--- src/rtl/mii_rx_framer.sv ---
// Generic synchronous FIFO, first-word-fall-through, used as the framer output queue.
// Latency: a written entry is visible on rd_dat the cycle after wr_vld&&wr_rdy.
// Backpressure: wr_rdy drops when full unless a read happens in the same cycle.
module mii_rx_fifo #(
    parameter int W  = 10,
    parameter int AW = 4
) (
    input  logic         clk,
    input  logic         rst,
    input  logic         wr_vld,
    output logic         wr_rdy,
    input  logic [W-1:0] wr_dat,
    output logic         rd_vld,
    input  logic         rd_rdy,
    output logic [W-1:0] rd_dat
);
    logic [W-1:0] mem [2**AW];
    logic [AW:0]  wr_ptr;
    logic [AW:0]  rd_ptr;
    logic         full;
    logic         empty;
    logic         wr_en;
    logic         rd_en;

    assign empty  = (wr_ptr == rd_ptr);
    assign full   = (wr_ptr[AW-1:0] == rd_ptr[AW-1:0]) && (wr_ptr[AW] != rd_ptr[AW]);
    assign rd_vld = !empty;
    assign rd_en  = rd_vld && rd_rdy;
    assign wr_rdy = !full || rd_en;
    assign wr_en  = wr_vld && wr_rdy;
    // Masked so the output bus reads zero whenever nothing is queued.
    assign rd_dat = empty ? '0 : mem[rd_ptr[AW-1:0]];

    always_ff @(posedge clk or posedge rst) begin
        if (rst) begin
            wr_ptr <= '0;
            rd_ptr <= '0;
        end else begin
            if (wr_en) wr_ptr <= wr_ptr + (AW+1)'(1);
            if (rd_en) rd_ptr <= rd_ptr + (AW+1)'(1);
        end
    end

    always_ff @(posedge clk) begin
        if (wr_en) mem[wr_ptr[AW-1:0]] <= wr_dat;
    end
endmodule

// MII receive framer: strips preamble/SFD, packs nibbles into bytes, tags last/err, counts frames.
// Latency: a byte is held one byte time so last can be tagged, then visible on m_* the cycle after push.
// Backpressure: m_ready stalls the output FIFO; overflow truncates the frame with an error terminator.
module mii_rx_framer #(
    parameter int FIFO_AW = 4,
    parameter int MIN_LEN = 64,
    parameter int MAX_LEN = 1518
) (
    input  logic        clk,
    input  logic        rst,
    input  logic        mii_rx_dv,
    input  logic [3:0]  mii_rx_d,
    output logic        m_valid,
    output logic [7:0]  m_data,
    output logic        m_last,
    output logic        m_err,
    input  logic        m_ready,
    output logic [15:0] frame_ok_cnt,
    output logic [15:0] frame_err_cnt
);
    typedef enum logic [1:0] {IDLE, PREAMBLE, DATA, DROP} state_t;
    typedef struct packed {
        logic       err;
        logic       last;
        logic [7:0] dat;
    } entry_t;

    localparam logic [10:0] MIN_L = 11'(MIN_LEN);
    localparam logic [10:0] MAX_L = 11'(MAX_LEN);
    localparam entry_t      TERM  = '{err: 1'b1, last: 1'b1, dat: 8'h00};

    state_t      state, state_nxt;
    logic [3:0]  lo_nib;
    logic        half;
    logic        dv_q;
    logic [7:0]  hold_dat;
    logic        hold_vld;
    logic [10:0] byte_cnt;
    logic [10:0] cnt_nxt;
    logic        term_pend;
    logic        term_set;
    logic        push_vld;
    logic        push_rdy;
    logic        push_fire;
    logic        zero_err;
    logic        byte_done;
    logic        too_long;
    logic        ok_inc;
    logic        err_inc;
    entry_t      push_dat;
    entry_t      pop_dat;

    assign byte_done = (state == DATA) && mii_rx_dv && half;
    assign cnt_nxt   = (byte_cnt == 11'h7FF) ? byte_cnt : byte_cnt + 11'd1;
    assign too_long  = byte_done && (cnt_nxt > MAX_L);

    always_comb begin
        state_nxt = state;
        push_vld  = 1'b0;
        push_dat  = '0;
        term_set  = 1'b0;
        zero_err  = 1'b0;
        case (state)
            // Only a fresh dv rise starts a frame, so a reset released mid-frame is ignored.
            IDLE: begin
                if (mii_rx_dv && !dv_q) state_nxt = (mii_rx_d == 4'h5) ? PREAMBLE : DROP;
            end
            PREAMBLE: begin
                if (!mii_rx_dv)                            state_nxt = IDLE;
                else if (mii_rx_d == 4'h5)                 state_nxt = PREAMBLE;
                else if (mii_rx_d == 4'hD && !term_pend)   state_nxt = DATA;
                else                                       state_nxt = DROP;
            end
            DATA: begin
                if (!mii_rx_dv) begin
                    state_nxt = IDLE;
                    if (hold_vld) begin
                        push_vld = 1'b1;
                        push_dat = {(byte_cnt < MIN_L) || half, 1'b1, hold_dat};
                        term_set = !push_rdy;
                    end else begin
                        zero_err = 1'b1;
                    end
                end else if (byte_done) begin
                    push_vld = hold_vld;
                    push_dat = {1'b0, 1'b0, hold_dat};
                    if (too_long || (hold_vld && !push_rdy)) begin
                        term_set  = 1'b1;
                        state_nxt = DROP;
                    end
                end
            end
            DROP: begin
                if (!mii_rx_dv) state_nxt = IDLE;
            end
            default: state_nxt = IDLE;
        endcase
        if (term_pend) begin
            push_vld = 1'b1;
            push_dat = TERM;
        end
    end

    assign push_fire = push_vld && push_rdy;
    assign ok_inc    = push_fire && push_dat.last && !push_dat.err;
    assign err_inc   = (push_fire && push_dat.last && push_dat.err) || zero_err;

    always_ff @(posedge clk or posedge rst) begin
        if (rst) begin
            state         <= IDLE;
            dv_q          <= 1'b1;
            half          <= 1'b0;
            lo_nib        <= 4'h0;
            hold_vld      <= 1'b0;
            hold_dat      <= 8'h00;
            byte_cnt      <= 11'd0;
            term_pend     <= 1'b0;
            frame_ok_cnt  <= 16'd0;
            frame_err_cnt <= 16'd0;
        end else begin
            state <= state_nxt;
            dv_q  <= mii_rx_dv;
            half  <= (state == DATA) && mii_rx_dv && !half;
            if ((state == DATA) && mii_rx_dv && !half) lo_nib <= mii_rx_d;
            if (state_nxt != DATA) begin
                hold_vld <= 1'b0;
                byte_cnt <= 11'd0;
            end else if (byte_done) begin
                hold_vld <= 1'b1;
                hold_dat <= {mii_rx_d, lo_nib};
                byte_cnt <= cnt_nxt;
            end
            if (term_set)                   term_pend <= 1'b1;
            else if (term_pend && push_rdy) term_pend <= 1'b0;
            if (ok_inc && (frame_ok_cnt != 16'hFFFF))   frame_ok_cnt  <= frame_ok_cnt + 16'd1;
            if (err_inc && (frame_err_cnt != 16'hFFFF)) frame_err_cnt <= frame_err_cnt + 16'd1;
        end
    end

    mii_rx_fifo #(
        .W  ($bits(entry_t)),
        .AW (FIFO_AW)
    ) u_fifo (
        .clk    (clk),
        .rst    (rst),
        .wr_vld (push_vld),
        .wr_rdy (push_rdy),
        .wr_dat (push_dat),
        .rd_vld (m_valid),
        .rd_rdy (m_ready),
        .rd_dat (pop_dat)
    );

    assign m_err  = pop_dat.err;
    assign m_last = pop_dat.last;
    assign m_data = pop_dat.dat;
endmodule

--- config.mk ---
export PLATFORM = sky130hd
export DESIGN_NAME = mii_rx_framer
export DESIGN_NICKNAME = d
export VERILOG_FILES = /design/src/rtl/mii_rx_framer.sv
export SDC_FILE = /design/constraint.sdc
export NUM_CORES = 1
export LEC_CHECK = 0
export ABC_AREA = 1
export CORE_AREA = 2 2 146 148
export DETAILED_ROUTE_END_ITERATION = 10
export DIE_AREA = 0 0 148 150
export GPL_ROUTABILITY_DRIVEN = 0
export HOLD_SLACK_MARGIN = 0.03
export PLACE_DENSITY = 0.7
export SLEW_MARGIN = 20
export SYNTH_ARGS = -nofsm -noshare
export SYNTH_HDL_FRONTEND = slang
export SYNTH_SLANG_ARGS = --single-unit
export TNS_END_PERCENT = 100
--- constraint.sdc ---
create_clock -name clk -period 2.4 [get_ports clk]
set_input_delay 0.48 -clock clk [delete_from_list [all_inputs] [get_ports clk]]
set_output_delay 0.48 -clock clk [all_outputs]
set_load 0.05 [all_outputs]
==> results by group, run 1 <==
STA
  – Setup violations, final: 11
  – Rel. slew slack: 0.659
  – Max Slew Vio Count: 0
  – RSZ-0062 raised after global routing: yes
  – Final worst slack: -447 ps
  – Worst Hold Slack: 289 ps
  – Max Clk Rate: 0.351 GHz
  – Max Clock Skew: 25.9 ps
  – Final Hold Fails: 0
  – Final period util: 1.19
  – Final Critical Period: 2850 ps
  – Actual slew at the worst max-slew pin: 510 ps

Critical path
  – Cells on worst reg2reg path: 13
  – Cell Chain, Critical Path: buf_8, buf_6, o21ai_0, o221ai_1, o211ai_1, buf_4, a31oi_4, buf_12
  – Setup CP Type: reg -> out
  – CP Capture Type: output port
  – Reg2reg end: u_fifo.mem[1][0]
  – Worst endpoint required time: 1920 ps
  – Worst Path Max Fanout: 6
  – Worst r2r src: u_fifo.rd_ptr[0]
  – CP top delay family: compound AO/OA/AOI/OAI gates
  – Critical Path Source Type: flop
  – Buf+Inv Stages, Crit Path: 4
  – R2R Setup Slk: 20 ps
  – CP peak stage delay: 480 ps
  – Crit path depth: 8
  – CP arrival: 2370 ps
  – Slowest-stage cell, CP: dfrtp_2

Synth
  – Cell variety after synth: 45
  – Mapped Area: 10100 um^2
  – Yosys warnings: 0
  – Syn Inst Count: 918
  – Synth Area per Inst: 11.0 um^2
  – Top FF cell, synth: edfxtp_1
  – Sequential share of the synthesized area: 0.651
  – EDFF count, synth: 160
  – Share of synthesized registers carrying an async set or reset: 0.307
  – #FFs+latches synth: 231
  – Syn nets: 934

Route
  – Detail Route met3 WL: 1.47 mm
  – DR vias/cell: 5.50
  – DR pass1 iterations: 5
  – M1 wire length: 11.0 mm
  – Vias: 7503
  – Metal2 WL: 12.0 mm
  – Antenna Nets Post-Route: 0
  – Initial DRC count: 618
  – Wire per inst: 18.6 um
  – Residual DRC: 0
  – WL final: 25.4 mm
  – Max Used Layer: met4

Placed design
  – Post-DP HPWL: 15.0 mm
  – Port Buf Inserts: 50

GRT
  – Initial antenna violation count: 0
  – Global-route wire length before repair: 39.3 mm
  – GRT Overall Usage: 0.228
  – Vias in the first global route: 7187
  – GR Overflow Total: 0
  – Largest net degree at the start of global routing: 45

Power
  – Peak VDD IR: 755 uV
  – Leakage: 5.54 nW
  – Power per cell area: 1090 nW/um^2

Floorplanning
  – Die Wd: 148 um
  – Core ar.: 20700 um^2
  – Initial Util: 0.489
  – Top Ports: 51
  – Die Y: 150 um
  – Die ar.: 22200 um^2
  – FP Rows: 53

Clock network
  – Cts hold-fix bufs: 0
  – CTS clk-pin slew, worst paths: 60 ps
  – Maximum buffer depth of the clock tree: 3
  – H-tree depth: 1
  – CTS tree: built
  – Root buffer cell: clkbuf_16
  – Cts bufs inserted: 25
  – Clk_lat worst skew: 540 ps
  – Clk sinks: 231

Run
  – Max cap viols: 0

Final layout
  – # fillers: 1546
  – Share of cells above drive strength 1: 0.239
  – Fin util: 0.650
  – Layout overhead on the synthesized area: 33.0%
  – Antenna diodes: 0
  – Reg area: 6590 um^2
  – Nets: 1087
  – Area of the multi-input gates: 3650 um^2

Worst hold path
  – Tightest Hold Check Type: in -> async

Run status
  – Failing checks: negative setup slack
  – Status: finished with violations
placed cells by master (no fill, tap or decap), types with 14 or more instances in the layout:
| master | Yosys | routed |
|---|---|---|
| nor2_2 | 3 | 15 |
| clkbuf_16 | 0 | 26 |
| nand4_1 | 27 | 27 |
| inv_1 | 65 | 61 |
| nand2_1 | 169 | 155 |
| buf_12 | 0 | 19 |
| nor2_1 | 134 | 117 |
| nor3_1 | 17 | 17 |
| buf_6 | 1 | 17 |
| o32ai_1 | 24 | 14 |
| xor2_1 | 29 | 29 |
| nand3_1 | 24 | 17 |
| dfrtp_1 | 70 | 68 |
| clkdlybuf4s50_1 | 0 | 39 |
| buf_4 | 2 | 76 |
| o21ai_0 | 54 | 47 |
| edfxtp_1 | 160 | 160 |
worst register-to-register path, cell delays in order, from the launching register on:
cell	delay (ps)
dfrtp_2	480
clkinv_4	160
buf_12	180
nand2_2	70
a21oi_2	50
and2_4	180
buf_6	120
nand2_4	60
nand2_4	60
inv_4	80
buf_12	110
nand2_1	130
nor2_1	160
buf_4	220
sequential cells by signal (all words and copies together), names as in the netlist:
signal and cells:
u_fifo.mem 160, frame_err_cnt 16, byte_cnt 11, frame_ok_cnt 16, term_pend 1, u_fifo.wr_ptr 5, state 2, lo_nib 4
u_fifo.rd_ptr 5, hold_dat 8, dv_q 1, half 1, hold_vld 1
synth_stat cells, types with 9 or more instances:
library cell | n | area [um^2]
clkbuf_1 | 21 | 78.8
mux2i_1 | 16 | 160
inv_1 | 65 | 244
o21ai_0 | 54 | 270
dfrtp_1 | 70 | 1750
nor2_1 | 134 | 503
buf_1 | 9 | 33.8
o221ai_1 | 16 | 140
nand2_1 | 169 | 634
xor2_1 | 29 | 254
xnor2_1 | 13 | 114
a31oi_1 | 10 | 62.6
o32ai_1 | 24 | 210
nor3_1 | 17 | 85.1
edfxtp_1 | 160 | 4800
nand4_1 | 27 | 169
nand3_1 | 24 | 120
per-layer routing:
metal	track usage	up-vias
met2	0.360	282
met1	0.327	3646
met4	0.0781	0
li1	-	3522
met5	0	-
met3	0.0308	53
cell families after synthesis:
group / synth area share
simple gates: 0.167
compound gates: 0.0788
flops: 0.651
fa+ha+maj: 0.00990
xor+xnor: 0.0364
mux: 0.0169
buf+inv: 0.0403
metrics by stage:
step / total power, mW / TNS [ps] / setup WS [ps] / cell area, um^2 / instances
final: 14.6 / -3980 / -447 / 13500 / 1364
after global routing: 15.2 / -5240 / -566 / 13500 / 1364
after CTS: 14.4 / -4090 / -410 / 13100 / 1354
after detailed placement: 9.68 / -27230 / -189 / 11800 / 1298
after global placement: 9.62 / -19050 / -142 / 11800 / 1298
after floorplan: 7.74 / 0 / 125 / 10300 / 918
final cells by class:
cell class              count  share of cell area
clock buffers              30              0.0479
clock inverters            15              0.0139
inverters                  69              0.0213
multi-input cells         583               0.271
flip-flops and latches    231               0.489
well taps                 275              0.0256
repair buffers            160               0.130
repair inverters            1             0.00121
report_power, final:
group | switching, mW | internal (mW) | leakage, nW
logic | 3.48 | 2.62 | 2.53
registers | 0.205 | 4.43 | 2.61
clock network | 1.54 | 2.35 | 0.406
total | 5.22 | 9.40 | 5.54
timing repair:
item                       in CTS  in global routing
setup endpoints to repair      24                114
gates cloned                    7                  2
pin swaps                      21                 29
resized for setup              46                 88
hold endpoints to repair        0                  0
buffers inserted                4                 10
worst max-delay path by stage:
stage                          start               end  slack (ps)
CTS                 u_fifo.rd_ptr[0]         m_data[0]        -410
detailed placement         mii_rx_dv  frame_err_cnt[6]        -190
global route        u_fifo.rd_ptr[0]         m_data[3]        -570
finish              u_fifo.rd_ptr[0]         m_data[3]        -450
floorplan                        rst       byte_cnt[0]         130
global placement           mii_rx_dv  u_fifo.mem[6][0]        -140
(Power assumes the default switching activity.)
==> inputs of run 2 (changes only) <==
GPL_TIMING_DRIVEN = 0   (was unset)
==> run 2 against run 1 <==
Against the previous run: clock power up 2%; the run still ends with negative setup slack left; sequential share of layout area down 0.65 points; total power up 2.0%; critical path type unchanged; global-route usage up 0.78 points; flip-flop and latch count unchanged; register-to-register slack worse by 70 ps.
==> results by group, run 2 (synthesis gave the netlist of run 1 again) <==
Run status
  – Status: finished with violations
  – Failing checks: negative setup slack

Critical path
  – Worst Path Max Fanout: 4
  – Slowest-stage cell, CP: dfrtp_2
  – Setup CP Type: reg -> out
  – Cell Chain, Critical Path: inv_4, buf_4, clkbuf_8, buf_4, nor2_2, o32ai_1, o211ai_1, a31oi_4, buf_6
  – CP Capture Type: output port
  – Critical Path Source Type: flop
  – CP arrival: 2470 ps
  – Cells on worst reg2reg path: 12
  – Worst endpoint required time: 1920 ps
  – CP peak stage delay: 490 ps
  – Crit path top cell by count: buf_4

STA
  – Setup violations, final: 55
  – Final worst slack: -553 ps
  – Max Clock Skew: 25.8 ps
  – Actual slew at the worst max-slew pin: 836 ps
  – Max Clk Rate: 0.339 GHz
  – Final Hold Fails: 0
  – Setup tns final: -6610 ps
  – Final Critical Period: 2950 ps
  – RSZ-0062 raised after global routing: yes
  – Max Slew Vio Count: 0
  – Final period util: 1.23
  – Rel. slew slack: 0.439

Final layout
  – Most frequent cells in the layout: 160 x edfxtp_1, 156 x nand2_1, 99 x nor2_1, 67 x dfrtp_1, 60 x inv_1
  – Commonest non-fill, non-tap cell in the layout: edfxtp_1
  – Layout overhead on the synthesized area: 34.8%
  – Nets: 1067
  – Share of cells above drive strength 1: 0.261
  – Fin util: 0.659
  – Antenna diodes: 0
  – Max reg flops: 160

Clock network
  – CTS clk-pin slew, worst paths: 60 ps
  – Cts bufs inserted: 24
  – Root buffer cell: clkbuf_16
  – CTS tree: built
  – Clk_lat worst skew: 520 ps
  – Clk sinks: 231
  – Cts hold-fix bufs: 0
  – Maximum buffer depth of the clock tree: 3
  – H-tree depth: 1

Placed design
  – Port Buf Inserts: 50
  – Post-placement setup slack: -1220 ps
  – Post-DP HPWL: 15.7 mm

Route
  – Vias: 7763
  – DR vias/cell: 5.78
  – Residual DRC: 0
  – WL final: 28.3 mm
  – Initial DRC count: 757
  – Wire per inst: 21.1 um
  – DR pass1 iterations: 7
  – Antenna Nets Post-Route: 0

GRT
  – Largest net degree at the start of global routing: 53
  – Global-route wire length before repair: 40.8 mm
  – GRT Overall Usage: 0.236
  – GR Overflow Total: 0
  – Initial antenna violation count: 0
  – Vias in the first global route: 7577

Run
  – Max cap viols: 0

Floorplanning
  – Top Ports: 51
  – Core ar.: 20700 um^2
  – Die Wd: 148 um
  – FP Rows: 53
  – Die Y: 150 um
  – Initial Util: 0.489
  – Die ar.: 22200 um^2

Worst hold path
  – Tightest Hold Check Type: in -> async

Power
  – Power per cell area: 1090 nW/um^2
  – Peak VDD IR: 872 uV
  – Leakage: 5.47 nW
  – Total power: 14.9 mW
run 2: cell types whose count changed in the layout (fill, tap and decap cells not counted), sizes merged:
cell / previous run / this run
clkinvlp: 1 / 2
dlygate4sd2: 0 / 1
buf: 119 / 84
bufbuf: 1 / 0
clkinv: 12 / 7
clkbuf: 31 / 51
clkdlybuf4s50: 39 / 38
run 2: per-layer routing:
layer / up-vias / part of all wire / wire length [um] / track usage
met2: 400 / 0.48 / 13700 / 0.391
met3: 84 / 0.074 / 2100 / 0.0320
met4: 0 / 0.044 / 1250 / 0.0924
met1: 3793 / 0.40 / 11300 / 0.317
met5: - / 0 / 0 / 0
li1: 3486 / - / - / -
run 2: timing repair:
item	CTS	global route
gates resized for setup	238	82
pin swaps	25	41
setup buffers	25	19
cloned	5	0
setup endpoints to repair	228	216
run 2: cell type report:
type / count / area, um^2
plain buffers: 34 / 412
clock buffers: 33 / 676
clock inverters: 11 / 164
fillers: 1463 / 7050
inverters: 69 / 284
multi-input cells: 583 / 3930
flip-flops and latches: 231 / 6590
well taps: 275 / 344
repair buffers: 107 / 1230
repair inverters: 1 / 16.3
run 2: worst paths after layout:
path                                       start                to  slack [ps]
worst min register to register         lo_nib[0]       hold_dat[0]         480
worst min-delay path                         rst  frame_ok_cnt[14]         280
worst max-delay path            u_fifo.rd_ptr[0]         m_data[3]        -550
min in group clk                       mii_rx_dv              dv_q         330
worst max register to register  u_fifo.rd_ptr[0]  u_fifo.mem[2][7]         -50
max in group asynchronous                    rst              dv_q        1520
run 2: critical path: cells and delay by family (launching register included):
| kind | cells | cell delay, ps |
|---|---|---|
| flops | 1 | 490 |
| compound gates | 3 | 720 |
| simple gates | 1 | 40 |
| buf+inv | 5 | 700 |
run 2: metrics by stage:
stage               cells  cell area, um^2  hold slack [ps]
global placement     1243            11100              460
floorplan             918            10300              439
finish               1344            13600              280
CTS                  1325            13100              276
detailed placement   1252            11300              466
global route         1344            13600              309
run 2: report_power, final:
| part | switching [mW] | internal [mW] | leakage [nW] |
|---|---|---|---|
| logic | 3.82 | 2.50 | 2.46 |
| registers | 0.213 | 4.43 | 2.61 |
| clock network | 1.54 | 2.41 | 0.406 |
| total | 5.57 | 9.33 | 5.47 |
==> inputs of run 3 (changes only) <==
CORE_AREA = 2 2 140 142   (was 2 2 146 148)
DIE_AREA = 0 0 142 144   (was 0 0 148 150)
PLACE_DENSITY = 0.75   (was 0.7)
==> run 3 against run 2 <==
Against the previous run: the flow still finishes with violations (negative setup slack); first-iteration DRC count grew 13%; sequential share of layout area increased by 0.41 points; cell count down 3.1%; combinational power about the same; largest cell class unchanged.
==> results by group, run 3 (synthesis gave the netlist of run 1 again) <==
GRT
  – GRT Overall Usage: 0.264
  – Initial antenna violation count: 0
  – Global-route wire length before repair: 41.5 mm
  – Vias in the first global route: 7586
  – GR Overflow Total: 0
  – Largest net degree at the start of global routing: 55

Final layout
  – Antenna diodes: 0
  – Nets: 1063
  – Final cell count without fillers: 1303
  – Commonest non-fill, non-tap cell in the layout: edfxtp_1
  – Layout overhead on the synthesized area: 33.7%
  – Most frequent cells in the layout: 160 x edfxtp_1, 153 x nand2_1, 98 x nor2_1, 68 x dfrtp_1, 60 x inv_1
  – Share of cells above drive strength 1: 0.255
  – Max reg flops: 160

Power
  – Peak VDD IR: 989 uV
  – Total power: 14.9 mW
  – Power per cell area: 1100 nW/um^2
  – Leakage: 5.46 nW

Critical path
  – Worst r2r src: u_fifo.rd_ptr[1]
  – Reg2reg end: u_fifo.mem[7][8]
  – R2R Setup Slk: -40 ps
  – CP startpoint: u_fifo.rd_ptr[0]
  – CP Capture Type: output port
  – Worst Path Max Fanout: 10
  – Critical Path Source Type: flop
  – CP arrival: 2450 ps
  – Worst endpoint required time: 1920 ps
  – Setup CP Type: reg -> out
  – Worst Setup EP: m_data[2]
  – Cells on worst reg2reg path: 13

Worst hold path
  – Tightest Hold Check Type: in -> async

Clock network
  – Clk sinks: 231
  – CTS tree: built
  – Cts hold-fix bufs: 0
  – Cts bufs inserted: 24
  – Clk_lat worst skew: 530 ps
  – Root buffer cell: clkbuf_16
  – H-tree depth: 1
  – CTS clk-pin slew, worst paths: 60 ps
  – Maximum buffer depth of the clock tree: 3

Placed design
  – Post-DP HPWL: 15.9 mm
  – Port Buf Inserts: 50
  – Post-placement setup slack: -1230 ps
  – Placed insts: 1215

STA
  – Setup violations, final: 54
  – Max Clock Skew: 17.4 ps
  – Final Hold Fails: 0
  – Worst Hold Slack: 258 ps
  – Actual slew at the worst max-slew pin: 886 ps
  – Final Critical Period: 2930 ps
  – RSZ-0062 raised after global routing: yes
  – Rel. slew slack: 0.405
  – Final period util: 1.22
  – Max Slew Vio Count: 0
  – Max Clk Rate: 0.341 GHz
  – Final worst slack: -532 ps

Floorplanning
  – Die Y: 144 um
  – Initial Util: 0.530
  – Core ar.: 19100 um^2
  – Die ar.: 20400 um^2
  – FP Rows: 51
  – Top Ports: 51
  – Die Wd: 142 um

Run status
  – Failing checks: negative setup slack
  – Status: finished with violations

Route
  – Residual DRC: 0
  – Initial DRC count: 856
  – DR vias/cell: 6.13
  – Antenna Nets Post-Route: 0
  – DR pass1 iterations: 5
  – WL final: 30.2 mm
  – Vias: 7993
  – Wire per inst: 23.2 um

Run
  – Max cap viols: 0
==> run 3: worst min path at each step <==
| stage | end | slack, ps | startpoint | cells past startpoint |
|---|---|---|---|---|
| floorplan | half | 440 | half | 1 |
| global placement | hold_dat[2] | 450 | lo_nib[2] | 2 |
| detailed placement | hold_dat[0] | 460 | lo_nib[0] | 2 |
| CTS | frame_ok_cnt[12] | 260 | rst | 2 |
| global route | frame_ok_cnt[13] | 300 | rst | 2 |
| finish | byte_cnt[5] | 260 | rst | 2 |
==> run 3: layout make-up <==
class                   count  area (um^2)
repair buffers            104         1180
plain buffers              33          378
repair inverters            1         8.76
fillers                  1188         5560
well taps                 238          298
clock inverters            10          149
inverters                  69          289
clock buffers              34          679
flip-flops and latches    231         6590
multi-input cells         583         3960
==> run 3: per-layer routing <==
layer,track usage,wire (um),vias up
met1,0.340,11400,3908
met2,0.435,15000,506
met3,0.0483,2420,103
li1,-,-,3476
met4,0.133,1380,0
met5,0,0,-
==> run 3: what timing repair did <==
item	4_1_cts	5_1_grt
gates resized for setup	236	90
pin swaps	37	44
setup buffers	17	22
endpoints found under the hold margin	0	0
gates cloned	4	4
endpoints found under the setup margin	225	185
==> run 3: power by group <==
part / switching (mW) / internal (mW) / total (mW)
registers: 0.198 / 4.43 / 4.63
logic: 3.85 / 2.44 / 6.29
clock network: 1.58 / 2.40 / 3.98
==> run 3: critical path, cell delays in order (launching register included) <==
cell,delay (ps)
dfrtp_2,440
buf_6,190
buf_12,160
nor2_1,60
o32ai_1,390
o211ai_1,280
a31oi_4,230
buf_8,170
==> run 3: stage by stage <==
stage          cell area (um^2)   util  setup TNS, ps
6_report                  13500  0.709          -5540
3_3_place_gp              11100  0.580        -426920
3_5_place_dp              11200  0.588        -224260
2_1_floorplan             10300      -              0
5_1_grt                   13500  0.709          -8870
4_1_cts                   12900  0.678          -4140
